**src/rtl/regfile_access_ctrl.sv**
```systemverilog
// Register-file access sequencer: read operands, hand them to the ALU, write the result back.
// Optional ZERO_REG_EN: register 0 reads as zero and write-backs to it are dropped.
module regfile_access_ctrl #(
  parameter int RD_LAT      = 1,
  parameter int RES_TIMEOUT = 255,
  parameter int TO_W        = 16
) (
  input  logic        clock,
  input  logic        rst_n,
  input  logic        instr_valid,
  output logic        instr_ready,
  input  logic [4:0]  rs_addr,
  input  logic [4:0]  rt_addr,
  input  logic [4:0]  rd_addr,
  input  logic        wb_en,
  output logic        rf_rw,
  output logic        rf_strobe,
  output logic [4:0]  rf_addr1,
  output logic [4:0]  rf_addr2,
  output logic [31:0] rf_wdata,
  input  logic [31:0] rf_rdata1,
  input  logic [31:0] rf_rdata2,
  output logic        op_valid,
  input  logic        op_ready,
  output logic [31:0] op_a,
  output logic [31:0] op_b,
  input  logic        res_valid,
  input  logic [31:0] res_data,
  output logic        done,
  output logic        err_timeout
);

  // state | meaning
  // IDLE  | waiting for an instruction
  // READ  | register-file read strobe
  // WAIT  | counting out the read latency
  // ISSUE | operands offered to the ALU
  // EXEC  | waiting for the ALU result (with timeout)
  // WB    | write-back strobe to rd
  localparam logic [2:0] S_IDLE  = 3'd0;
  localparam logic [2:0] S_READ  = 3'd1;
  localparam logic [2:0] S_WAIT  = 3'd2;
  localparam logic [2:0] S_ISSUE = 3'd3;
  localparam logic [2:0] S_EXEC  = 3'd4;
  localparam logic [2:0] S_WB    = 3'd5;

  localparam logic [1:0]      LAT_LOAD = 2'(RD_LAT - 1);
  localparam logic [TO_W-1:0] TO_LAST  = TO_W'(RES_TIMEOUT - 1);

  logic [2:0]      state_q, state_d;
  logic [4:0]      rs_q, rs_d;
  logic [4:0]      rt_q, rt_d;
  logic [4:0]      rd_q, rd_d;
  logic            wb_q, wb_d;
  logic [1:0]      lat_q, lat_d;
  logic [TO_W-1:0] to_q, to_d;
  logic [31:0]     op_a_q, op_a_d;
  logic [31:0]     op_b_q, op_b_d;
  logic [31:0]     wdata_q, wdata_d;

  logic        zero_a;
  logic        zero_b;
  logic        wb_eff;
  logic [31:0] cap_a;
  logic [31:0] cap_b;
  logic        exec_timeout;

`ifdef ZERO_REG_EN
  assign zero_a = (rs_q == 5'd0);
  assign zero_b = (rt_q == 5'd0);
  assign wb_eff = wb_q && (rd_q != 5'd0);
`else
  assign zero_a = 1'b0;
  assign zero_b = 1'b0;
  assign wb_eff = wb_q;
`endif

  assign cap_a = zero_a ? 32'd0 : rf_rdata1;
  assign cap_b = zero_b ? 32'd0 : rf_rdata2;

  // res_valid takes priority over a timeout landing in the same cycle
  assign exec_timeout = (state_q == S_EXEC) && !res_valid && (to_q == TO_LAST);

  always_comb begin
    state_d = state_q;
    rs_d    = rs_q;
    rt_d    = rt_q;
    rd_d    = rd_q;
    wb_d    = wb_q;
    lat_d   = lat_q;
    to_d    = to_q;
    op_a_d  = op_a_q;
    op_b_d  = op_b_q;
    wdata_d = wdata_q;
    case (state_q)
      S_IDLE: begin
        if (instr_valid) begin
          rs_d    = rs_addr;
          rt_d    = rt_addr;
          rd_d    = rd_addr;
          wb_d    = wb_en;
          state_d = S_READ;
        end
      end
      S_READ: begin
        lat_d = LAT_LOAD;
        if (RD_LAT == 1) begin
          op_a_d  = cap_a;
          op_b_d  = cap_b;
          state_d = S_ISSUE;
        end else begin
          state_d = S_WAIT;
        end
      end
      S_WAIT: begin
        lat_d = lat_q - 2'd1;
        if (lat_q == 2'd1) begin
          op_a_d  = cap_a;
          op_b_d  = cap_b;
          state_d = S_ISSUE;
        end
      end
      S_ISSUE: begin
        if (op_ready) begin
          to_d    = '0;
          state_d = S_EXEC;
        end
      end
      S_EXEC: begin
        to_d = to_q + TO_W'(1);
        if (res_valid) begin
          wdata_d = res_data;
          state_d = wb_eff ? S_WB : S_IDLE;
        end else if (exec_timeout) begin
          state_d = S_IDLE;
        end
      end
      S_WB: begin
        state_d = S_IDLE;
      end
      default: begin
        state_d = S_IDLE;
      end
    endcase
  end

  always_ff @(posedge clock) begin
    if (!rst_n) begin
      state_q <= S_IDLE;
      rs_q    <= '0;
      rt_q    <= '0;
      rd_q    <= '0;
      wb_q    <= 1'b0;
      lat_q   <= '0;
      to_q    <= '0;
      op_a_q  <= '0;
      op_b_q  <= '0;
      wdata_q <= '0;
    end else begin
      state_q <= state_d;
      rs_q    <= rs_d;
      rt_q    <= rt_d;
      rd_q    <= rd_d;
      wb_q    <= wb_d;
      lat_q   <= lat_d;
      to_q    <= to_d;
      op_a_q  <= op_a_d;
      op_b_q  <= op_b_d;
      wdata_q <= wdata_d;
    end
  end

  assign instr_ready = (state_q == S_IDLE);
  assign rf_rw       = (state_q != S_WB);
  assign rf_strobe   = (state_q == S_READ) || (state_q == S_WB);
  assign rf_addr1    = (state_q == S_READ) ? rs_q : ((state_q == S_WB) ? rd_q : 5'd0);
  assign rf_addr2    = (state_q == S_READ) ? rt_q : ((state_q == S_WB) ? rd_q : 5'd0);
  assign rf_wdata    = wdata_q;
  assign op_valid    = (state_q == S_ISSUE);
  assign op_a        = op_a_q;
  assign op_b        = op_b_q;
  assign done        = (state_q == S_WB) || ((state_q == S_EXEC) && res_valid && !wb_eff);
  assign err_timeout = exec_timeout;

endmodule

```
**config.mk**
```make
export PLATFORM = sky130hd
export DESIGN_NAME = regfile_access_ctrl
export DESIGN_NICKNAME = d
export VERILOG_FILES = /design/src/rtl/regfile_access_ctrl.sv
export SDC_FILE = /design/constraint.sdc
export NUM_CORES = 1
export LEC_CHECK = 0
export ABC_AREA = 0
export CAP_MARGIN = 20
export CORE_AREA = 3 3 117 119
export CTS_CLUSTER_DIAMETER = 60
export DETAILED_ROUTE_END_ITERATION = 7
export DIE_AREA = 0 0 120 122
export HOLD_SLACK_MARGIN = 0.15
export PLACE_DENSITY = 0.86
export SYNTH_ARGS = -nofsm -noshare
export SYNTH_HDL_FRONTEND = slang
export SYNTH_SLANG_ARGS = --single-unit
```
**constraint.sdc**
```tcl
create_clock -name clock -period 2.6 [get_ports clock]
set_input_delay 0.78 -clock clock [delete_from_list [all_inputs] [get_ports clock]]
set_output_delay 0.78 -clock clock [all_outputs]
set_load 0.05 [all_outputs]
```
==> summary.txt <==
Floorplanning
  • Die ar.: around 15000 sq um
  • Core Rows: between 40 and 50
  • I/O Pins: ~230
  • Core area: between 10000 and 15000 sq um
  • Initial Utilization: 0.4194
  • Die X: approximately 120 um
  • Die Ht: 122 um

Synth
  • Syn Area/Cell: just under 9 sq um
  • Seq/Total Area, Yosys: 0.5011
  • Synth Register Bits: between 100 and 150
  • Synth top area cells: dfxtp_1 (50%), mux2i_1 (13%), nand2_1 (8.9%)
  • FFs w/ async S/R, synth: 0
  • Most common cell in the netlist: dfxtp_1
  • Cells after Synth: 599
  • Synthesized area: roughly 5300 sq um
  • Synth top cells by count: dfxtp_1 (133), nand2_1 (126), mux2i_1 (69)
  • Synth top area share: 0.5011
  • Syn_nets: between 700 and 800
  • Synth cell types: between 40 and 50
  • Main synth FF type: dfxtp_1
  • Synth area leader: dfxtp_1
  • Number of flops mapped to enable cells by yosys: 0
  • YS warnings: 0

Global route
  • Gr usage total: 0.2128
  • Pin count of the biggest net entering global routing: 47
  • First-pass GRT wire length: around 25 mm
  • Vias in the first global route: ~5000
  • Initial antenna violation count: 0
  • Grt total ovfl: 0

CTS
  • Sink Count: 133
  • CTS H-tree lvls: 4
  • Max Root-Sink Buffers: 2
  • Clk pin slew, worst setup/hold paths: 0.05 ns
  • Worst skew pair latency: 0.42 ns
  • CTS tree: done
  • CTS buffer count: 17
  • Root cell of the clock tree: clkbuf_16
  • Post-CTS Setup Bufs: 0

Critical path
  • Worst path cell trace: nor4_4 > and4_4 > nand3_4 > nor3_4 > buf_12
  • Slowest CP cell: dfxtp_4
  • Critical Path AT: about 1.8 ns
  • WS Path Type: flop to output port
  • Worst EP required: between 1.5 and 2 ns
  • Worst stage delay on the critical path: roughly 0.36 ns
  • CP Launch Type: flop
  • Worst-path fanout max: 4
  • Critical Path End Type: output port

STA
  • Hold slack: about 0.45 ns
  • Final period util: 1.007
  • Highest Clock Rate: between 0.3 and 0.4 GHz
  • RSZ-0062 raised after global routing: true
  • Final hold vios: 0
  • Final TNS setup: -0.01934 ns
  • Max-slew violation count: 0
  • Finish-stage setup viols: 1
  • Slew Limit Headroom: 0.5940
  • Layout Skew: approximately 0.0050 ns
  • Tmin final: between 2 and 3 ns
  • Worst-margin pin slew: 0.6077 ns
  • Setup WS post-layout: -0.01934 ns

Drt
  • Routed wire length: between 15 and 20 mm
  • Drt first-iter violations: 190
  • Routed Antenna Nets: 0
  • WL/cell: roughly 16 um
  • First drt pass iteration count: 4
  • Vias per Instance: 4.994
  • Vias: approximately 5000
  • Post-route DRC: 0

Pwr
  • Static leakage: about 3.2 nW
  • Overall power: between 0.006 and 0.007 W
  • Pwr per Cell Area: ~720 nW/um^2
  • Worst VDD drop: about 440 uV

Run
  • Max-Cap Viols: 0

Worst hold path
  • Hold Crit Class: flop to flop

Final layout
  • Antenna Cells: 0
  • Layout cells sized above 1: 0.1073
  • Layout Cells excl Fill: approximately 1000
  • Finished Cell Area: a little under 9000 sq um
  • P&R area growth vs syn: 63.72%
  • Final #Nets: about 950

Placed design
  • Dpl cells: 979
  • GPL Wtd Cong: a little over 0.8
  • Placed cell areas: between 8000 and 9000 sq um
  • I/O Buffers: roughly 230
  • Detailed Place HPWL: roughly 11 mm

Status
  • Failing checks: negative setup slack
  • Status: finished, violations left
[critical path, delay by kind of cell (launching register included)]
kind	cells	cell delay (ns)
flip-flops	1	0.36
AND/OR/NAND/NOR	4	0.91
buffers and inverters	1	0.16
[power by group]
part	switching, W	internal (W)	total [W]	leakage, nW
combinational	0.000907	0.000686	0.00159	1.80
sequential	0.0000924	0.00219	0.00228	1.08
clock	0.000889	0.00152	0.00241	0.291
total	0.00189	0.00440	0.00629	3.17
[metal layers]
layer  vias to the layer above  routed length (um)  GRT usage
li1                       2485                   -          -
met1                      2314                6198     0.2361
met2                       214                7762     0.3586
met3                        36                1557    0.08867
met4                         0                 431    0.09306
met5                         -                   0          0
[stage by stage]
step / utilization / worst slack (ns)
floorplan: - / -0.04824
global placement: 0.6344 / 0.04966
detailed placement: 0.6344 / 0.05834
CTS: 0.6820 / 0.008293
global route: 0.6866 / -0.1064
finish: 0.6866 / -0.01934
[worst paths after layout]
path,end,slack [ns],cells after the start,start
min,rf_wdata[19]$_SDFFE_PN0N_,0.45,2,rf_wdata[19]$_SDFFE_PN0N_
max,err_timeout,-0.02,5,to_q[14]$_SDFFE_PN0P_
min reg2reg,rf_wdata[19]$_SDFFE_PN0N_,0.45,2,rf_wdata[19]$_SDFFE_PN0N_
max reg2reg,op_b[0]$_SDFFE_PN0P_,0.54,6,state_q[1]$_SDFFE_PN0P_
[state kept, by name, indices dropped and copies added (netlist names)]
| register | cells |
|---|---|
| rf_wdata | 32 |
| op_a | 32 |
| to_q | 16 |
| state_q | 3 |
| rd_q | 5 |
| op_b | 32 |
| rt_q | 5 |
| wb_eff | 1 |
| lat_q | 2 |
| rs_q | 5 |
[final cells by class]
type                    instances  area (sq um)
clock buffers                  18         439.2
multi-input cells             416          2536
fillers                       953          3971
well taps                     172         215.2
flip-flops and latches        133          2671
repair buffers                250          2648
inverters                       8         30.03
clock inverters                14         160.2
[kinds of logic (layout without fill, tap and decap cells)]
family | Yosys count | in the layout | synth area share
flip-flops | 133 | 133 | 0.5011
buffers and inverters | 50 | 290 | 0.03767
AND/OR/NAND/NOR | 247 | 247 | 0.2171
adder cells (fa/ha/maj) | 3 | 3 | 0.007065
multiplexers | 69 | 69 | 0.1300
AO/OA/AOI/OAI | 97 | 97 | 0.1071
[repair_timing]
action	in CTS	in global routing
hold buffers	0	0
pin swaps	1	4
gates resized for setup	2	14
cloned	0	0
setup endpoints to repair	5	2
[cell usage in the layout (no fill, tap or decap), types with 2 or more instances in the layout]
cell type        netlist  final
and2_1                 4      4
a31oi_1                5      5
o21ai_0                3      3
buf_12                 0     19
a21boi_1               8      8
a41o_1                 2      2
nor2b_1               23     23
clkdlybuf4s50_1        0    211
nor4bb_1               3      2
clkinvlp_4             0      3
nand3b_1               3      3
nand3_1               14     13
bufinv_16              0      3
or4_1                  3      3
and3b_1                2      2
nand2_1              126    126
o21a_1                 2      2
or3_1                  2      2
nor3_1                 4      3
o211ai_1               2      2
clkinv_2               0      6
dfxtp_1              133    128
o311ai_1               3      3
mux2i_1               69     69
nand2b_1               5      4
ha_1                   3      3
buf_4                  0     19
clkinv_4               0      2
inv_1                  7      7
a21oi_1               63     62
nand4_1                2      2
clkbuf_16              0     17
dfxtp_2                0      4
nor4_2                 2      3
nor2_1                46     46
(Power assumes the default switching activity.)
